### src/rtl/ann_pkg.sv
// Shared ANN datapath definitions: sizes, gradient FSM states, saturation helper.
package ann_pkg;

  localparam int unsigned NEURON_SIZE = 4;
  localparam int unsigned WORD_SIZE   = 16;
  localparam int unsigned PROD_SIZE   = 2 * WORD_SIZE;

  // Weight-step magnitude limit, only used when ANN_GRAD_CLIP_EN is defined.
  localparam int CLIP_MAX = 256;

  typedef enum logic [1:0] {
    IDLE,
    UPDATE,
    DONE
  } grad_state_t;

  localparam logic signed [WORD_SIZE-1:0] WORD_MAX = {1'b0, {(WORD_SIZE-1){1'b1}}};
  localparam logic signed [WORD_SIZE-1:0] WORD_MIN = {1'b1, {(WORD_SIZE-1){1'b0}}};
  localparam logic signed [PROD_SIZE:0]   WORD_MAX_EXT = (PROD_SIZE+1)'(WORD_MAX);
  localparam logic signed [PROD_SIZE:0]   WORD_MIN_EXT = (PROD_SIZE+1)'(WORD_MIN);

  // Clamp a PROD_SIZE+1 signed value into the signed WORD_SIZE range.
  function automatic logic signed [WORD_SIZE-1:0] sat_word(input logic signed [PROD_SIZE:0] v);
    if (v > WORD_MAX_EXT) begin
      return WORD_MAX;
    end else if (v < WORD_MIN_EXT) begin
      return WORD_MIN;
    end else begin
      return v[WORD_SIZE-1:0];
    end
  endfunction

endpackage

### src/rtl/neuron_grad_update_grad_step.sv
// grad_step: combinational per-element weight update and error back-propagation.
// Optional step clamp to +/-CLIP_MAX is enabled by defining ANN_GRAD_CLIP_EN.
module grad_step
  import ann_pkg::*;
#(
  parameter int unsigned LR_SHIFT = 3
) (
  input  logic [WORD_SIZE-1:0] delta_i,
  input  logic [WORD_SIZE-1:0] x_i,
  input  logic [WORD_SIZE-1:0] w_i,
  output logic [WORD_SIZE-1:0] w_new_o,
  output logic [WORD_SIZE-1:0] err_o
);

`ifdef ANN_GRAD_CLIP_EN
  localparam logic signed [PROD_SIZE-1:0] CLIP_HI = PROD_SIZE'(CLIP_MAX);
  localparam logic signed [PROD_SIZE-1:0] CLIP_LO = -CLIP_HI;
`endif

  logic signed [PROD_SIZE-1:0] grad;
  logic signed [PROD_SIZE-1:0] step;
  logic signed [PROD_SIZE-1:0] step_lim;
  logic signed [PROD_SIZE-1:0] err_prod;
  logic signed [PROD_SIZE:0]   w_diff;

  // Gradient, scaled step, optional clamp, then saturated subtraction and error product.
  always_comb begin
    grad = $signed(delta_i) * $signed(x_i);
    step = grad >>> LR_SHIFT;
`ifdef ANN_GRAD_CLIP_EN
    if (step > CLIP_HI) begin
      step_lim = CLIP_HI;
    end else if (step < CLIP_LO) begin
      step_lim = CLIP_LO;
    end else begin
      step_lim = step;
    end
`else
    step_lim = step;
`endif
    w_diff   = (PROD_SIZE+1)'($signed(w_i)) - (PROD_SIZE+1)'(step_lim);
    err_prod = $signed(delta_i) * $signed(w_i);
    w_new_o  = sat_word(w_diff);
    err_o    = sat_word((PROD_SIZE+1)'(err_prod));
  end

endmodule

### src/rtl/neuron_grad_update.sv
// neuron_grad_update: sequential backward pass for one neuron, one element per cycle.
// Optional feature macro: ANN_GRAD_CLIP_EN (clamps the weight step inside grad_step).
module neuron_grad_update
  import ann_pkg::*;
#(
  parameter int unsigned LR_SHIFT = 3
) (
  input  logic                                  clk_i,
  input  logic                                  rst_i,
  input  logic                                  start_i,
  input  logic [WORD_SIZE-1:0]                  delta_i,
  input  logic [NEURON_SIZE-1:0][WORD_SIZE-1:0] x_i,
  input  logic [NEURON_SIZE-1:0][WORD_SIZE-1:0] weights_i,
  output logic                                  ready_o,
  output logic                                  done_o,
  output logic [NEURON_SIZE-1:0][WORD_SIZE-1:0] weights_o,
  output logic [NEURON_SIZE-1:0][WORD_SIZE-1:0] err_o
);

  localparam int unsigned IDX_W = (NEURON_SIZE > 1) ? $clog2(NEURON_SIZE) : 1;
  localparam logic [IDX_W-1:0] IDX_LAST = IDX_W'(NEURON_SIZE - 1);

  grad_state_t state_q, state_d;
  logic [IDX_W-1:0] idx_q, idx_d;
  logic [WORD_SIZE-1:0] delta_q, delta_d;
  logic [NEURON_SIZE-1:0][WORD_SIZE-1:0] x_q, x_d;
  logic [NEURON_SIZE-1:0][WORD_SIZE-1:0] w_q, w_d;
  logic [NEURON_SIZE-1:0][WORD_SIZE-1:0] weights_q, weights_d;
  logic [NEURON_SIZE-1:0][WORD_SIZE-1:0] err_q, err_d;

  logic [WORD_SIZE-1:0] w_new;
  logic [WORD_SIZE-1:0] err_new;

  grad_step #(
    .LR_SHIFT(LR_SHIFT)
  ) u_grad_step (
    .delta_i (delta_q),
    .x_i     (x_q[idx_q]),
    .w_i     (w_q[idx_q]),
    .w_new_o (w_new),
    .err_o   (err_new)
  );

  // Next-state, operand latch on accept, and per-element result write-back.
  always_comb begin
    state_d   = state_q;
    idx_d     = idx_q;
    delta_d   = delta_q;
    x_d       = x_q;
    w_d       = w_q;
    weights_d = weights_q;
    err_d     = err_q;
    unique case (state_q)
      IDLE: begin
        if (start_i) begin
          delta_d = delta_i;
          x_d     = x_i;
          w_d     = weights_i;
          idx_d   = '0;
          state_d = UPDATE;
        end
      end
      UPDATE: begin
        weights_d[idx_q] = w_new;
        err_d[idx_q]     = err_new;
        if (idx_q == IDX_LAST) begin
          state_d = DONE;
        end else begin
          idx_d = idx_q + IDX_W'(1);
        end
      end
      DONE: begin
        state_d = IDLE;
      end
      default: begin
        state_d = IDLE;
      end
    endcase
  end

  // State, operand and output registers with asynchronous clear.
  always_ff @(posedge clk_i or posedge rst_i) begin
    if (rst_i) begin
      state_q   <= IDLE;
      idx_q     <= '0;
      delta_q   <= '0;
      x_q       <= '0;
      w_q       <= '0;
      weights_q <= '0;
      err_q     <= '0;
    end else begin
      state_q   <= state_d;
      idx_q     <= idx_d;
      delta_q   <= delta_d;
      x_q       <= x_d;
      w_q       <= w_d;
      weights_q <= weights_d;
      err_q     <= err_d;
    end
  end

  assign ready_o   = (state_q == IDLE);
  assign done_o    = (state_q == DONE);
  assign weights_o = weights_q;
  assign err_o     = err_q;

endmodule

### config.mk
export PLATFORM = sky130hd
export DESIGN_NAME = neuron_grad_update
export DESIGN_NICKNAME = d
export VERILOG_FILES = /design/src/rtl/ann_pkg.sv /design/src/rtl/neuron_grad_update_grad_step.sv /design/src/rtl/neuron_grad_update.sv
export SDC_FILE = /design/constraint.sdc
export NUM_CORES = 2
export LEC_CHECK = 0
export CAP_MARGIN = 5
export CORE_MARGIN = 3
export CORE_UTILIZATION = 40
export CTS_CLUSTER_SIZE = 30
export DETAILED_ROUTE_END_ITERATION = 8
export GPL_TIMING_DRIVEN = 1
export SYNTH_ARGS = -nofsm -noshare
export SYNTH_HDL_FRONTEND = slang
export SYNTH_SLANG_ARGS = --single-unit
### constraint.sdc
create_clock -name clk_i -period 12.93 [get_ports clk_i]
set_input_delay 3.879 -clock clk_i [delete_from_list [all_inputs] [get_ports clk_i]]
set_output_delay 3.879 -clock clk_i [all_outputs]
set_load 0.01 [all_outputs]
==> results.tsv <==
stage	metric	value	unit
run_status	outcome	completed	
timing	drv_slew	0	
timing	period_share	80.0	%
yosys	yosysWarnings	0	
setup_path	crit_path_end_kind	flip-flop	
placement	dp_hpwl	72100	um
finish	fin_cells	4583	
finish	area_growth	14.3	%
route	firstDrtPassIters	5	
yosys	synth-seq-area-share	20.9	%
yosys	ys.flop_type	dfrtp_1	
setup_path	critical_path_class	flip-flop to flip-flop	
die	fp-row-count	104	
placement	io_buffer_count	276	
setup_path	arrival	10.87	ns
yosys	synthArstFlopShare	100	%
yosys	syn_inst	3309	
yosys	netlist_area	33000	um2
yosys	synth_edf_count	0	
clock_tree	cts_setup_buffers	0	
grt	grt_pass1_wl	148000	um
placement	place.gp.congestion	0.857	
finish	fin_nets	4364	
timing	setup_violations	0	
worst_hold_path	worstHoldStart	weights_o[32]	
setup_path	required	13.46	ns
clock_tree	clkTransAtPathRegs	0.07	ns
route	drc	0	
clock_tree	clock_latency	0.61	ns
worst_hold_path	hold_path_class	flip-flop to flip-flop	
finish	final_layout_size_suffix_gt1_share	9.09	%
clock_tree	cts_tree	yes	
yosys	synth_most_common_cell	inv_1	
route	initialDrtViolationCount	1351	
timing	setup_slack	2.59	ns
clock_tree	cts-root-buf	clkbuf_16	
die	die_h	293	um
job	maxCapViolCount	0	
setup_path	cpMostUsedCell	fa_1	
die	io_pins	277	
setup_path	cp_max_fo	36	
grt	grt_pass1_vias	25500	
placement	place_inst	4525	
setup_path	worstSetupStartpointType	flip-flop	
finish	fillers	7689	
die	core	81100	um2
grt	antenna_found_initial	11	
grt	overflow	0	
yosys	synth_nets	4176	
setup_path	cp_slowest_stage_delay	1.00	ns
yosys	synth-seq-cells	276	
die	start_util	40.7	%
yosys	yosys.area.top_type	fa_1	
yosys	avgSynthCellArea	9.97	um2
route	drt_wl_total	92300	um
clock_tree	h-tree-depth	1	
die	die_area	86000	um2
timing	period_needed	10.34	ns
route	via_count	23700	
timing	max_slew_margin	26.8	%
timing	hold_violations	0	
route	wl_per_cell	20.1	um
yosys	synth_top_area_share	31.9	%
clock_tree	cts_sinks	276	
setup_path	crit_slowest_cell	dfrtp_2	
route	vias_per_cell	5.16	
placement	place_ws	2.57	ns
setup_path	worst-path-buf-inv	4	
timing	rsz0062_at_grt	no	
timing	timing.hold.ws	0.481	ns
setup_path	timing.rr.start	idx_q[1]	
clock_tree	cts_buffer_depth	3	
setup_path	startpoint	idx_q[1]	
setup_path	crit_family	adder cells	
timing	skew	0.0406	ns
clock_tree	ctsHoldBuffers	0	
clock_tree	cts_made_buffers	30	
route	antenna_left	0	
yosys	synth_commonest_cells	inv_1, fa_1, nand2_1, dfrtp_1, and2_1	
die	die_w	293	um
yosys	yosysUniqueCellTypes	86	
yosys	synth_area_leaders	fa_1, dfrtp_1, ha_1, inv_1, mux2_2	
grt	grt_start_max_net_pins	131	
grt	grt.total_usage	22.0	%
timing	max_freq	0.0967	GHz
timing	final.setup.tns	0	ns
clock_tree	ctsResizeCount	0	
timing	tightestPinTransition	1.09	ns
==> flip-flops by register name, indices dropped and copies added, names as in the netlist <==
name       cells
delta_q       16
err_o         64
idx_q          2
state_q        2
w_q           64
weights_o     64
x_q           64
==> logic make-up after synthesis <==
family | synth area share (%)
AOI/OAI and AO/OA | 9.03
xor gates and xnor gates | 1.94
adders and majority gates | 39.3
buffers and inverters | 8.31
DFF | 20.9
muxes | 7.28
and+or+nand+nor | 13.3
==> worst min-delay path, stage by stage, from the launching register on <==
cell,delay (ns)
dfrtp_1,0.34
nand2_1,0.06
o21ai_2,0.05
==> cells in the final DEF, fill, tap and decap left out, types with 7 or more instances in the layout <==
cell / n
o2111ai_1: 9
and3_1: 14
o21ai_0: 74
clkinv_2: 11
and4_1: 9
nand4_1: 9
buf_4: 33
o21ai_1: 48
nor3_1: 23
o21bai_1: 8
nor2_1: 113
xnor2_1: 56
a31oi_1: 9
nand2b_1: 28
ha_1: 195
clkdlybuf4s50_1: 276
a21oi_1: 131
a211oi_1: 11
or2_2: 10
nand2_1: 380
clkbuf_16: 30
o21a_1: 28
dfrtp_1: 274
mux4_2: 31
mux2i_1: 7
nand3_1: 22
or3_1: 11
a21oi_4: 10
mux2_2: 145
xor2_1: 17
inv_1: 560
a21o_1: 30
and2_1: 234
nor2b_1: 13
fa_1: 525
o211ai_1: 15
o22a_1: 12
==> per-layer routing <==
layer | wire length [um] | GRT usage, %
met1 | 41400 | 30.6
met2 | 42700 | 35.6
met4 | 2160 | 4.82
met3 | 6000 | 4.69
met5 | 96 | 0
==> path summary, 6_finish.rpt <==
| check | slack (ns) | cells past startpoint | endpoint |
|---|---|---|---|
| max | 2.59 | 31 | weights_o[12] |
| min | 0.48 | 2 | weights_o[32] |
| max reg2reg | 2.59 | 31 | weights_o[12] |
| min reg2reg | 0.48 | 2 | weights_o[32] |
| max in group asynchronous | 7.42 | 3 | delta_q[10] |
| min in group asynchronous | 3.87 | 2 | w_q[58] |
==> area by class of cell <==
cell class	count	area [um2]	share of cell area, %
antenna	3	7.51	0.0199
clock buffer	35	810	2.15
clock inverter	20	176	0.468
inverter	562	2120	5.62
multi-input combinational	2318	23300	61.9
sequential	276	6910	18.3
tap	1060	1330	3.52
timing repair buffer	309	3010	7.98
==> stage by stage <==
stage	area, um2	utilization, %
finish	37700	46.5
floorplan	33000	-
detailed placement	36700	45.3
CTS	37700	46.5
global placement	36700	45.3
global route	37700	46.5
Power is not shown: default switching activity piles up to over one toggle a cycle in this logic, so the estimate is an artifact.
